<file path="src/rtl/part_sweep_ctl.sv">
// Sweep sequencer for the partition lookup stage: walks (a,b,c) in odometer order and captures xPart/yPart bitmaps.
// Optional build macro PART_SWEEP_PARITY_EN adds the map_parity output.
module part_sweep_ctl #(
    parameter int DIM        = 3,
    parameter int IDX_W      = 2,
    parameter int SETTLE_CYC = 2,
    localparam int NPTS      = DIM * DIM * DIM,
    localparam int CNT_W     = $clog2(NPTS + 1)
) (
    input  logic              clk,
    input  logic              rst_n,
    input  logic              start,
    input  logic              abort,
    output logic [IDX_W-1:0]  sel_a,
    output logic [IDX_W-1:0]  sel_b,
    output logic [IDX_W-1:0]  sel_c,
    input  logic              x_in,
    input  logic              y_in,
    output logic              busy,
    output logic              done,
    output logic [NPTS-1:0]   x_map,
    output logic [NPTS-1:0]   y_map,
    output logic [CNT_W-1:0]  mismatch_cnt
`ifdef PART_SWEEP_PARITY_EN
    ,
    output logic [1:0]        map_parity
`endif
);

    localparam int K_W   = $clog2(NPTS);
    localparam int SCT_W = 4;

    localparam logic [IDX_W-1:0] IDX_LAST    = IDX_W'(DIM - 1);
    localparam logic [SCT_W-1:0] SETTLE_LAST = SCT_W'(SETTLE_CYC - 1);

    typedef enum logic [1:0] {
        IDLE   = 2'd0,
        SETTLE = 2'd1,
        SAMPLE = 2'd2,
        DONE   = 2'd3
    } state_t;

    state_t             state_q, state_d;
    logic [IDX_W-1:0]   sel_a_q, sel_a_d;
    logic [IDX_W-1:0]   sel_b_q, sel_b_d;
    logic [IDX_W-1:0]   sel_c_q, sel_c_d;
    logic [SCT_W-1:0]   settle_q, settle_d;
    logic               busy_q, busy_d;
    logic               done_q, done_d;
    logic [NPTS-1:0]    x_map_q, x_map_d;
    logic [NPTS-1:0]    y_map_q, y_map_d;
    logic [CNT_W-1:0]   mism_q, mism_d;
    logic [1:0]         par_q, par_d;

    logic [K_W-1:0]     pt_idx;
    logic               last_pt;

    // Bit position of the current point in the response maps (a is the most significant digit).
    always_comb begin
        pt_idx  = K_W'(int'(sel_a_q) * DIM * DIM + int'(sel_b_q) * DIM + int'(sel_c_q));
        last_pt = (sel_a_q == IDX_LAST) && (sel_b_q == IDX_LAST) && (sel_c_q == IDX_LAST);
    end

    always_comb begin
        state_d  = state_q;
        sel_a_d  = sel_a_q;
        sel_b_d  = sel_b_q;
        sel_c_d  = sel_c_q;
        settle_d = settle_q;
        busy_d   = busy_q;
        done_d   = 1'b0;
        x_map_d  = x_map_q;
        y_map_d  = y_map_q;
        mism_d   = mism_q;
        par_d    = par_q;

        unique case (state_q)
            IDLE: begin
                if (start && !abort) begin
                    state_d  = SETTLE;
                    busy_d   = 1'b1;
                    sel_a_d  = '0;
                    sel_b_d  = '0;
                    sel_c_d  = '0;
                    settle_d = '0;
                    x_map_d  = '0;
                    y_map_d  = '0;
                    mism_d   = '0;
                    par_d    = '0;
                end
            end

            SETTLE: begin
                if (abort) begin
                    state_d  = IDLE;
                    busy_d   = 1'b0;
                    sel_a_d  = '0;
                    sel_b_d  = '0;
                    sel_c_d  = '0;
                    settle_d = '0;
                end else if (settle_q == SETTLE_LAST) begin
                    state_d = SAMPLE;
                end else begin
                    settle_d = settle_q + SCT_W'(1);
                end
            end

            SAMPLE: begin
                if (abort) begin
                    // Aborting here deliberately skips the capture of the current point.
                    state_d  = IDLE;
                    busy_d   = 1'b0;
                    sel_a_d  = '0;
                    sel_b_d  = '0;
                    sel_c_d  = '0;
                    settle_d = '0;
                end else begin
                    x_map_d[pt_idx] = x_in;
                    y_map_d[pt_idx] = y_in;
                    if (x_in != y_in) begin
                        mism_d = mism_q + CNT_W'(1);
                    end
                    // Each bit is written once per sweep from a cleared map, so folding in the new bit keeps parity exact.
                    par_d = par_q ^ {x_in, y_in};
                    settle_d = '0;
                    if (last_pt) begin
                        state_d = DONE;
                        busy_d  = 1'b0;
                        done_d  = 1'b1;
                        sel_a_d = '0;
                        sel_b_d = '0;
                        sel_c_d = '0;
                    end else begin
                        state_d = SETTLE;
                        if (sel_c_q == IDX_LAST) begin
                            sel_c_d = '0;
                            if (sel_b_q == IDX_LAST) begin
                                sel_b_d = '0;
                                sel_a_d = sel_a_q + IDX_W'(1);
                            end else begin
                                sel_b_d = sel_b_q + IDX_W'(1);
                            end
                        end else begin
                            sel_c_d = sel_c_q + IDX_W'(1);
                        end
                    end
                end
            end

            DONE: begin
                state_d = IDLE;
                busy_d  = 1'b0;
            end

            default: begin
                state_d  = IDLE;
                busy_d   = 1'b0;
                sel_a_d  = '0;
                sel_b_d  = '0;
                sel_c_d  = '0;
                settle_d = '0;
            end
        endcase
    end

    always_ff @(posedge clk or negedge rst_n) begin
        if (!rst_n) begin
            state_q  <= IDLE;
            sel_a_q  <= '0;
            sel_b_q  <= '0;
            sel_c_q  <= '0;
            settle_q <= '0;
            busy_q   <= 1'b0;
            done_q   <= 1'b0;
            x_map_q  <= '0;
            y_map_q  <= '0;
            mism_q   <= '0;
            par_q    <= '0;
        end else begin
            state_q  <= state_d;
            sel_a_q  <= sel_a_d;
            sel_b_q  <= sel_b_d;
            sel_c_q  <= sel_c_d;
            settle_q <= settle_d;
            busy_q   <= busy_d;
            done_q   <= done_d;
            x_map_q  <= x_map_d;
            y_map_q  <= y_map_d;
            mism_q   <= mism_d;
            par_q    <= par_d;
        end
    end

    assign sel_a        = sel_a_q;
    assign sel_b        = sel_b_q;
    assign sel_c        = sel_c_q;
    assign busy         = busy_q;
    assign done         = done_q;
    assign x_map        = x_map_q;
    assign y_map        = y_map_q;
    assign mismatch_cnt = mism_q;

`ifdef PART_SWEEP_PARITY_EN
    assign map_parity = par_q;
`else
    logic par_unused;
    assign par_unused = ^par_q;
`endif

endmodule

</file>
<file path="config.mk">
export PLATFORM = sky130hd
export DESIGN_NAME = part_sweep_ctl
export DESIGN_NICKNAME = d
export VERILOG_FILES = /design/src/rtl/part_sweep_ctl.sv
export SDC_FILE = /design/constraint.sdc
export NUM_CORES = 1
export LEC_CHECK = 0
export ABC_CLOCK_PERIOD_IN_PS = 3500
export CAP_MARGIN = 20
export CELL_PAD_IN_SITES_DETAIL_PLACEMENT = 1
export CELL_PAD_IN_SITES_GLOBAL_PLACEMENT = 2
export CORE_ASPECT_RATIO = 0.7
export CORE_MARGIN = 1.5
export CORE_UTILIZATION = 29
export DETAILED_ROUTE_END_ITERATION = 8
export PLACE_DENSITY_LB_ADDON = 0.1
export SLEW_MARGIN = 20
export SYNTH_ARGS = -nofsm -noshare
export SYNTH_HDL_FRONTEND = slang
export SYNTH_SLANG_ARGS = --single-unit
</file>
<file path="constraint.sdc">
create_clock -name clk -period 3.5 [get_ports clk]
set_clock_uncertainty 0.15 [all_clocks]
set_input_delay 0.35 -clock clk [delete_from_list [all_inputs] [get_ports clk]]
set_output_delay 0.35 -clock clk [all_outputs]
set_load 0.02 [all_outputs]
</file>
==> results.md <==
* Core box area at 13,270 µm²
* Total Routing Usage GR at 19.04%
* Drt via density at 5.113
* RSZ-0062 raised after global routing: true
* Syn-to-layout area delta at 46.80%
* Violation count after the first detailed-route iteration at 161
* Routability cong. at 0.7541
* Cell leakage power at 2.383 nW
* Cts bufs inserted at 9
* Synth Warn # at 0
* Mapped Area at 3970 µm²
* Dpl cell area at 5189 µm²
* R2r worst-path depth at 15
* Port Buf Inserts at 72
* Tmin final at 3404 ps
* Ratio of cells with drive above 1 in the final layout at 23.31%
* Crit Path Class: reg -> reg
* Hold Fails Final Rpt at 0
* Antenna Nets Post-Route at 0
* Die Y at 100.9 µm
* Endpoint type of the worst setup path: flop
* Routed WL per cell at 18.21 µm
* Asr flop ratio synth at 100.0%
* Tcrit/Tclk final at 97.26%
* Cell taking the most area after synthesis: dfrtp_1
* Vias in the first global route at 3,776
* Die X at 142.8 µm
* Clk slew on worst S/H paths at 60 ps
* Run status: complete, no violations
* Pwr dens at 344.9 nW/µm²
* Count leader, synth: dfrtp_1
* Initial core utilization at 29.92%
* Worst EP required at 3550 ps
* Site Rows at 35
* CTS tree: built
* Worst Hold Slack at 20.42 ps
* Post-synth top area share at 46.01%
* Die Area at 14,410 µm²
* Setup TNS at 0 ps
* DRT Pass-1 Iters at 4
* Antenna Cells at 0
* Critical path fanouts, max at 6
* WL final at 13,060 µm
* Congestion Overflow GR at 0
* Synth Register Bits at 73
* I/O pin cnt at 73
* Max Buffers Root-to-Sink at 2
* Max Clk Rate at 293.8 MHz
* H-Tree Level Count at 3
* Antenna violations before repair at 0
* Worst-Margin Slew at 975.6 ps
* Synth top area cells: dfrtp_1 (46%), nand2_1 (5.6%), o22ai_1 (5.0%)
* Avg Cell Area, Syn at 9.566 µm²
* Syn_nets at 441
* DP Worst Slack at -155.1 ps
* First-pass GRT wire length at 21,110 µm
* Final nets at 553
* Clock Latency Late Sink at 330 ps
* CTS root buffer: clkbuf_16
* Fill count at 1,499
* Sequential area share after synthesis at 46.01%
* Ys flop type: dfrtp_1
* Final Cell Area at 5828 µm²
* Peak supply drop at 245.4 µV
* Mapped Cells at 415
* Slew Limit Headroom at 34.96%
* Post-CTS Hold Buffers at 0
* Via count at 3,666
* WP data arrival at 3460 ps
* Slew Viols, Final at 0
* HP Class: in -> async
* Max-Cap Viols at 0
* Final core utilization at 43.92%
* Clock Sinks at 73
* Post-synth EDFFs at 0
* Final setup viols at 0
* Post-route setup slack at 95.94 ps
* Startpoint types: flop
* Largest net degree at the start of global routing at 74
* DRC Markers at 0
* DP HPWL at 9404 µm
* Post-synthesis cell type count at 49
* Post-synth top cells: dfrtp_1 (73), nand2_1 (59), o22ai_1 (32), inv_1 (24), nor2_1 (24)
-- final timing paths --
check / from / end / slack (ps)
max: sel_a[0] / x_map[7] / 100
max in group asynchronous: rst_n / sel_b[1] / 2510
max reg2reg: sel_a[0] / x_map[7] / 100
min reg2reg: x_map[5] / x_map[5] / 380
min: rst_n / mismatch_cnt[0] / 20
min in group clk: x_map[5] / x_map[5] / 380
-- timing repair --
action / in CTS / in global routing
buffers inserted: 3 / 5
endpoints found under the setup margin: 51 / 51
pin swaps: 9 / 14
resized for setup: 14 / 42
-- critical path, cell delays in order, from the launching register on --
cell and delay, ps:
dfrtp_2 410, inv_4 60, ha_4 270, inv_4 40, ha_4 250, inv_2 30
fa_1 490, inv_2 50, ha_4 290, nand2b_4 60, a21oi_4 210, buf_6 150
xnor2_4 120, buf_6 170, o41ai_2 360, o22ai_1 130
-- per-stage QoR --
step                std cells  power, mW
floorplan                 415      1.040
global placement          693      1.134
detailed placement        693      1.141
CTS                       712      2.037
global route              717      2.098
finish                    717      2.010
-- cells by family (layout without fill, tap and decap cells) --
kind of cell / after synthesis / in the layout / synth area share, %
fa+ha+maj: 20 / 20 / 7.249
compound gates: 89 / 89 / 16.92
buf+inv: 48 / 165 / 5.105
flops: 73 / 73 / 46.01
xor+xnor: 10 / 10 / 2.395
mux: 6 / 6 / 1.544
simple gates: 169 / 169 / 20.77
-- sequential cells by signal (all words and copies together), names as in the netlist --
name          cells
sel_c             2
sel_a             2
mismatch_cnt      5
done              1
x_map            27
y_map            27
settle_q          4
state_q           2
busy              1
sel_b             2
-- layout make-up --
class | instances | area [µm²] | share of cell area, %
Timing Repair Buffer | 125 | 1160 | 19.90
Clock inverter | 6 | 41.29 | 0.7085
Tap cell | 185 | 231.5 | 3.972
Multi-Input combinational cell | 294 | 2231 | 38.28
Inverter | 24 | 95.09 | 1.632
Clock buffer | 10 | 239.0 | 4.100
Sequential cell | 73 | 1831 | 31.41
-- cell usage in the layout, fill, tap and decap left out, types with 4 or more instances in the layout --
cell type | synthesis | final
mux2i_1 | 5 | 5
nor3_2 | 0 | 8
buf_6 | 1 | 5
nor2b_1 | 8 | 8
nand2b_1 | 6 | 6
inv_1 | 24 | 20
xor2_1 | 5 | 4
buf_4 | 2 | 47
ha_1 | 15 | 12
dfrtp_1 | 73 | 70
o311ai_1 | 0 | 4
clkdlybuf4s50_1 | 0 | 71
nand3_1 | 17 | 16
fa_1 | 5 | 4
a21oi_1 | 6 | 6
clkbuf_16 | 0 | 9
o21ai_0 | 12 | 12
a32o_1 | 16 | 15
nor2_1 | 24 | 22
nand4_1 | 17 | 17
nor3_1 | 18 | 8
o22ai_1 | 32 | 28
o22ai_2 | 0 | 4
nand2_1 | 59 | 58
-- per-layer routing --
layer | global-route usage [%] | vias to the layer above | routed length [µm] | share of wire, %
li1 | - | 1723 | - | -
met2 | 27.86 | 74 | 5623 | 43
met3 | 3.705 | 12 | 501 | 3.8
met1 | 29.07 | 1857 | 6829 | 52
met4 | 3.569 | 0 | 102 | 0.78
met5 | 0 | - | 0 | 0
-- where the power goes --
group | switching (mW) | total, mW | internal, mW
registers | 0.0273 | 0.889 | 0.861
logic | 0.149 | 0.239 | 0.0901
clock network | 0.383 | 0.883 | 0.499
No activity file was read; power rests on OpenSTA's default activity.
==> variant: new RTL, same settings <==
`IDX_W`: 2 -> 1.
--- a/src/rtl/part_sweep_ctl.sv
+++ b/src/rtl/part_sweep_ctl.sv
@@ -2,7 +2,7 @@
 // Optional build macro PART_SWEEP_PARITY_EN adds the map_parity output.
 module part_sweep_ctl #(
     parameter int DIM        = 3,
-    parameter int IDX_W      = 2,
+    parameter int IDX_W      = 1,
     parameter int SETTLE_CYC = 2,
     localparam int NPTS      = DIM * DIM * DIM,
     localparam int CNT_W     = $clog2(NPTS + 1)
Interface: changed (resized sel_a, sel_b and sel_c); port bits go from 73 to 70. No check against the original RTL was run, so the function may have changed too.
==> variant against the original RTL <==
  * Global-route usage shrank 8.5 points
  * First-iteration DRC count shrank 78%
  * Critical path depth shrank 10
  * Largest cell class unchanged
  * Routed wire length shrank 83%
  * Worst setup slack gained 1300 ps
  * Synthesized area shrank 68%
  * Maximum frequency grew 63%
  * Critical endpoint is now mismatch_cnt[4]
  * Highest routed layer unchanged
  * Final area shrank 77%
  * Power shrank 70%
  * Sequential cell count shrank 56
==> variant: results <==
[global_route]
use_met1_pct = 14.4
grt_use_total_pct = 10.6
grt_pass1_vias = 752
met2_usage_pct = 16.4
grt_pass1_wl_mm = 3.76
grt_max_degree = 18
antenna_found_initial = 0
met3_usage_pct = 2.99

[sta]
max-slew-margin-rel_pct = 47.3

[power_and_ir_drop]
cellLeakagePower_uw = 0.000642
p_sw_uw = 237
clkPwrFrac_pct = 24.6
peakVddDrop_mv = 0.228
p_comb_share_pct = 33.2

[logic_synthesis]
synth_cell_type_count = 33
yosys_warnings = 0
yosys-top-cells-count = 53 x buf_4, 17 x dfrtp_1, 9 x nor2_1
syn_inst = 136
synth.top_cells.by_area = dfrtp_1 34%, buf_4 32%, ha_1 3.0%
ys_seq_area_share_pct = 33.9

[cts]
cts_setup_buffers = 0
cts_max_path_buffers = 2
root_buffer = clkbuf_8
clk_pin_slew_ps = 70
htree_levels = 1
cts_buffers = 3
cts_resized = 0
clk_latency_ps = 250

[final_layout]
nets = 163
diodes = 0
n_fill_cell = 508
drive_gt1_share_pct = 5.23

[critical_path]
r2r_slack_ps = 1540
ff2ff_path_depth = 4
arrival_ps = 2120
crit_fanout = 9
crit_family = simple AND/OR/NAND/NOR gates
crit_slowest_cell = clkdlybuf4s50_1
cpPeakStageDelay_ps = 600

[route]
route.vias.total = 798
routed_wl_mm = 2.26
drtPass1Iterations = 4
dr.first_iter.drc_count = 35
wl_per_cell_um = 11.0

[placement]
routabilityCongestion = 0.732
hpwl_mm = 1.76
io_buffers = 16
dp.cells = 201

[hold_path]
hp-class = reg2reg

[status]
status = finished, final reports clean
==> variant: cell types whose count changed after synthesis, sizes merged, moves of 12 or more <==
cell	unedited run	this run
dfrtp	73	17
nand2	59	4
buf	9	54
o22ai	32	0
inv	24	1
nand3	20	3
nand4	17	0
a32o	16	0
nor2	25	9
nor3	18	2
clkbuf	15	1
ha	15	3
==> variant: final timing paths <==
| path | startpoint | end |
|---|---|---|
| worst max-delay path | abort | mismatch_cnt[4] |
| worst min-delay path | settle_q[3] | settle_q[3] |
| worst min register to register | settle_q[3] | settle_q[3] |
| min in group asynchronous | rst_n | busy |
| max in group asynchronous | rst_n | mismatch_cnt[2] |
| worst max register to register | state_q[0] | mismatch_cnt[4] |
==> variant: final cells by class <==
cell class | instances | area share, %
Timing Repair Buffer | 16 | 12.2
Multi-Input combinational cell | 115 | 46.7
Inverter | 1 | 0.285
Tap cell | 52 | 4.95
Clock inverter | 1 | 0.381
Sequential cell | 17 | 32.4
Clock buffer | 3 | 3.14
==> variant: layer usage <==
| metal | share of wire [%] | wire length (um) |
|---|---|---|
| met5 | 0 | 0 |
| met4 | 0.84 | 19 |
| met3 | 9.0 | 202 |
| met2 | 40 | 894 |
| met1 | 51 | 1140 |
==> variant: through the flow <==
stage	worst slack (ps)	total power (uW)	instance area [um^2]	hold slack, ps
3_3_place_gp	1210	456	1270	331
3_5_place_dp	1120	462	1270	321
5_1_grt	1250	661	1320	364
2_1_floorplan	1850	444	1450	-95.6
4_1_cts	1400	623	1320	338
6_report	1410	608	1320	335
==> variant: cell families after synthesis <==
group / count (synthesis) / synth area share (%)
buf+inv: 56 / 32.8
other cells: 1 / 0.299
compound gates: 22 / 11.5
simple gates: 36 / 17.9
flops: 17 / 33.9
fa+ha+maj: 3 / 2.99
xor+xnor: 1 / 0.697
